File: config.mk
export PLATFORM = sky130hd
export DESIGN_NAME = adder
export DESIGN_NICKNAME = d
export VERILOG_FILES = /design/src/rtl/adder_pkg.sv /design/src/rtl/adder_full_adder.sv /design/src/rtl/adder.sv
export SDC_FILE = /design/constraint.sdc
export NUM_CORES = 1
export LEC_CHECK = 0
export CORE_AREA = 5 5 42 44
export CTS_CLUSTER_DIAMETER = 50
export DETAILED_ROUTE_END_ITERATION = 8
export DIE_AREA = 0 0 47 49
export SYNTH_ARGS = -nofsm -noshare
export SYNTH_HDL_FRONTEND = slang
export SYNTH_HIERARCHICAL = 1
export SYNTH_SLANG_ARGS = --single-unit
File: constraint.sdc
create_clock -name clk -period 1 [get_ports clk]
set_input_delay 0.15 -clock clk [delete_from_list [all_inputs] [get_ports clk]]
set_output_delay 0.15 -clock clk [all_outputs]
set_load 0.02 [all_outputs]
File: src/rtl/adder_pkg.sv
// Shared types and constants for the ripple-carry adder: default width,
// reset values of the registered result port and the result bundle.
package adder_pkg;

  localparam int WIDTH_DEF = 1;
  localparam int MAX_WIDTH = 64;

  localparam logic RST_VALID   = 1'b0;
  localparam logic RST_SUM_BIT = 1'b0;
  localparam logic RST_CO      = 1'b0;
  localparam logic RST_OVF     = 1'b0;
  localparam logic RST_ZERO    = 1'b1;

  // sum is carried at full width, zero-extended, so one type serves every WIDTH
  typedef struct packed {
    logic [MAX_WIDTH-1:0] sum;
    logic                 co;
    logic                 ovf;
    logic                 zero;
  } res_t;

endpackage

File: src/rtl/adder_full_adder.sv
// One-bit full-adder cell; the multi-bit adder is a ripple chain of these.
module full_adder (
  input  logic a,
  input  logic b,
  input  logic ci,
  output logic s,
  output logic co
);

  logic w_p;

  assign w_p = a ^ b;
  assign s   = w_p ^ ci;
  assign co  = (a & b) | (ci & w_p);

endmodule

File: src/rtl/adder.sv
// Ripple-carry adder with a combinational sum/carry and an optional
// one-cycle registered result port carrying overflow and zero flags.
module adder
  import adder_pkg::*;
#(
  parameter int WIDTH   = WIDTH_DEF,
  parameter int REG_OUT = 1
) (
  input  logic             clk,
  input  logic             rst_n,
  input  logic [WIDTH-1:0] a,
  input  logic [WIDTH-1:0] b,
  input  logic             ci,
  output logic [WIDTH-1:0] S,
  output logic             co,
  input  logic             in_valid,
  output logic             out_valid,
  output logic [WIDTH-1:0] S_q,
  output logic             co_q,
  output logic             ovf_q,
  output logic             zero_q
);

  logic [WIDTH:0]   w_c;
  logic [WIDTH-1:0] w_s;
  res_t             w_res;

  assign w_c[0] = ci;

  for (genvar gi = 0; gi < WIDTH; gi++) begin : g_fa
    full_adder u_fa (
      .a  (a[gi]),
      .b  (b[gi]),
      .ci (w_c[gi]),
      .s  (w_s[gi]),
      .co (w_c[gi+1])
    );
  end

  assign S  = w_s;
  assign co = w_c[WIDTH];

  // signed overflow: carry into the MSB disagrees with carry out of it
  always_comb begin
    w_res      = '0;
    w_res.sum  = MAX_WIDTH'(w_s);
    w_res.co   = w_c[WIDTH];
    w_res.ovf  = w_c[WIDTH] ^ w_c[WIDTH-1];
    w_res.zero = (w_res.sum == '0);
  end

  if (REG_OUT != 0) begin : g_reg
    logic             r_vld;
    logic [WIDTH-1:0] r_sq;
    logic             r_co;
    logic             r_ovf;
    logic             r_zero;

    always_ff @(posedge clk or negedge rst_n) begin
      if (!rst_n) begin
        r_vld  <= RST_VALID;
        r_sq   <= {WIDTH{RST_SUM_BIT}};
        r_co   <= RST_CO;
        r_ovf  <= RST_OVF;
        r_zero <= RST_ZERO;
      end else begin
        r_vld <= in_valid;
        if (in_valid) begin
          r_sq   <= w_res.sum[WIDTH-1:0];
          r_co   <= w_res.co;
          r_ovf  <= w_res.ovf;
          r_zero <= w_res.zero;
        end
      end
    end

    assign out_valid = r_vld;
    assign S_q       = r_sq;
    assign co_q      = r_co;
    assign ovf_q     = r_ovf;
    assign zero_q    = r_zero;
  end else begin : g_noreg
    assign out_valid = RST_VALID;
    assign S_q       = {WIDTH{RST_SUM_BIT}};
    assign co_q      = RST_CO;
    assign ovf_q     = RST_OVF;
    assign zero_q    = RST_ZERO;
  end

endmodule

==> flow_summary.yaml <==
outcome:
  status: "finished, violations left"
  violations: "negative setup slack"
yosys:
  synth_top_area_cell: "dfrtp_1"
  ys_types: 9
  post_synth_inst_count: 13
  syn_avg_cell_area_um2: 15.4
  syn_area_um2: 200
  synth_top_area_share: 0.500
  ys_ff_latch: 5
  ys_seq_area_frac: 0.631
  yosys_warnings: 6
  syn_nets: 20
  synthTopCellsByArea: "dfrtp_1 50%, dfstp_2 13%, mux2_2 11%"
clocking:
  cts_buffer_depth: 2
  cts_sinks: 5
  numCtsBuffers: 3
  cts_root_buf: "clkbuf_4"
  clock_latency_ns: 0.23
  cts_hold_buf: 0
  cts_tree: "built"
  h-tree-depth: 1
  cts.clk_slew.worst_paths_ns: 0.04
finish:
  regArea_um2: 126
  layout.cells.non_filler: 51
  area_growth_pct: 96.3
  utilization: 0.280
  final_cell_mix: "6 x buf_2, 6 x buf_4, 4 x dfrtp_1, 4 x buf_6, 3 x clkbuf_4"
  nets: 43
  drive_gt1_frac: 0.657
  multiInputGateArea_um2: 76.3
  final_area_um2: 393
  fill_cells: 154
  antennaDiodeCount: 0
hold_path:
  hold_path_class: "in -> async"
critical_path:
  crit_chain: "buf_6 -> fa_2 -> buf_6"
  r2r_slack_ns: 0.14
  required_ns: 0.85
  startpoint: "b"
  r2r-start: "S_q"
  crit_slowest_cell: "fa_2"
  r2r-end: "S_q"
  start_kind: "primary input"
  cp_data_arrival_time_ns: 0.96
  critPathMostFrequentCell: "buf_6"
  end_kind: "output pin"
  path_class: "in -> out"
  max_stage_delay_ns: 0.59
  crit_fanout: 2
  r2r_cells: 2
routing:
  dr.pass1.iters: 1
  drc: 0
  wl_per_cell_um: 10.2
  drtAntennaViolNets: 0
  via_per_inst: 3.61
  routed_wl_um: 522
  dr_total_vias: 184
  drtIter0Drc: 0
sta:
  maxSlewHeadroom: 0.858
  tightest_slew_ns: 0.213
  skew_ns: 0
  report.final.slew_viol_count: 0
  setup_ws_ns: -0.109
  hold_viol_final: 0
  finalCritPeriodShare: 1.11
  fmax_ghz: 0.902
  min_period_ns: 1.11
  rsz0062_at_grt: "true"
  setup_viol: 3
die:
  die_x_um: 47
  pin_count: 13
  fp.coreArea_um2: 1400
  die_area_um2: 2300
  die_h_um: 49
  rows: 14
  start_util: 0.143
power_and_ir_drop:
  cellPowerDensity_nw_per_um2: 1800
  peakVddDrop_v: 0.000371
  finalPower_mw: 0.708
  p_leak_nw: 0.191
flow_run:
  cap_violations: 0
placed_design:
  gp_congestion: 0.775
  dp.cells: 46
  portBuffers: 12
  placed_area_um2: 384
  dp_hpwl_um: 421
grt:
  grt_pass1_wl_um: 897
  overflow: 0
  track_usage: 0.0610
  grt_pass1_vias: 210
  grt_antenna_before_repair: 0
  grt_max_degree: 6
-- sequential cells by signal, summed over array words and instances (netlist names) --
signal,flops
out_valid,1
co_q,1
S_q,1
zero_q,1
ovf_q,1
-- final cells by class --
cell class              count  share of cell area
repair buffers             18               0.357
flip-flops and latches      5               0.322
multi-input cells           7               0.194
clock buffers               4              0.0669
well taps                  16              0.0510
inverters                   1             0.00955
-- cell usage after synthesis --
master   number
dfrtp_1       4
mux2_2        2
a21oi_1       1
dfstp_2       1
fa_1          1
inv_1         1
mux2i_1       1
nor2_1        1
xnor2_1       1
-- worst max-delay path by stage --
| stage | to | slack, ns | cells past startpoint |
|---|---|---|---|
| floorplan | S_q | -0.08 | 2 |
| global placement | S | -0.97 | 3 |
| detailed placement | S | -1.0 | 3 |
| CTS | S | -0.11 | 3 |
| global route | S | -0.14 | 3 |
| finish | S | -0.11 | 3 |
-- timing repair --
item | 4_1_cts | 5_1_grt
pin swaps | 1 | 1
setup endpoints to repair | 11 | 4
buffers inserted | 1 | 0
gates resized for setup | 44 | 2
-- critical path: cells and delay by family --
family / cells / cell delay (ns)
adder cells (fa/ha/maj): 1 / 0.59
buffers and inverters: 2 / 0.21
-- logic make-up after synthesis --
kind of cell    Yosys count  share of synthesized area
flops                     5                      0.631
mux                       3                      0.162
compound gates            1                     0.0250
xor+xnor                  1                     0.0438
buf+inv                   1                     0.0187
fa+ha+maj                 1                      0.100
simple gates              1                     0.0187
-- layer usage --
layer / global-route usage / part of all wire / vias up
li1: - / - / 85
met1: 0.0608 / 0.39 / 84
met2: 0.0701 / 0.39 / 13
met3: 0.0480 / 0.20 / 2
met4: 0.0691 / 0.017 / 0
met5: 0 / 0 / -
-- power by group --
| group | internal (mW) | switching (mW) | leakage (nW) | total, mW |
|---|---|---|---|---|
| clock network | 0.150 | 0.0752 | 0.0150 | 0.226 |
| logic | 0.123 | 0.106 | 0.119 | 0.229 |
| registers | 0.238 | 0.0149 | 0.0567 | 0.253 |
-- per-stage QoR --
stage	setup WS, ns	setup TNS (ns)	hold slack [ns]
2_1_floorplan	-0.0763	-0.0763	-0.146
3_3_place_gp	-0.971	-4.07	0.375
3_5_place_dp	-0.999	-4.22	0.380
4_1_cts	-0.114	-0.162	0.127
5_1_grt	-0.136	-0.221	0.141
6_report	-0.109	-0.150	0.129
(Power assumes the default switching activity.)
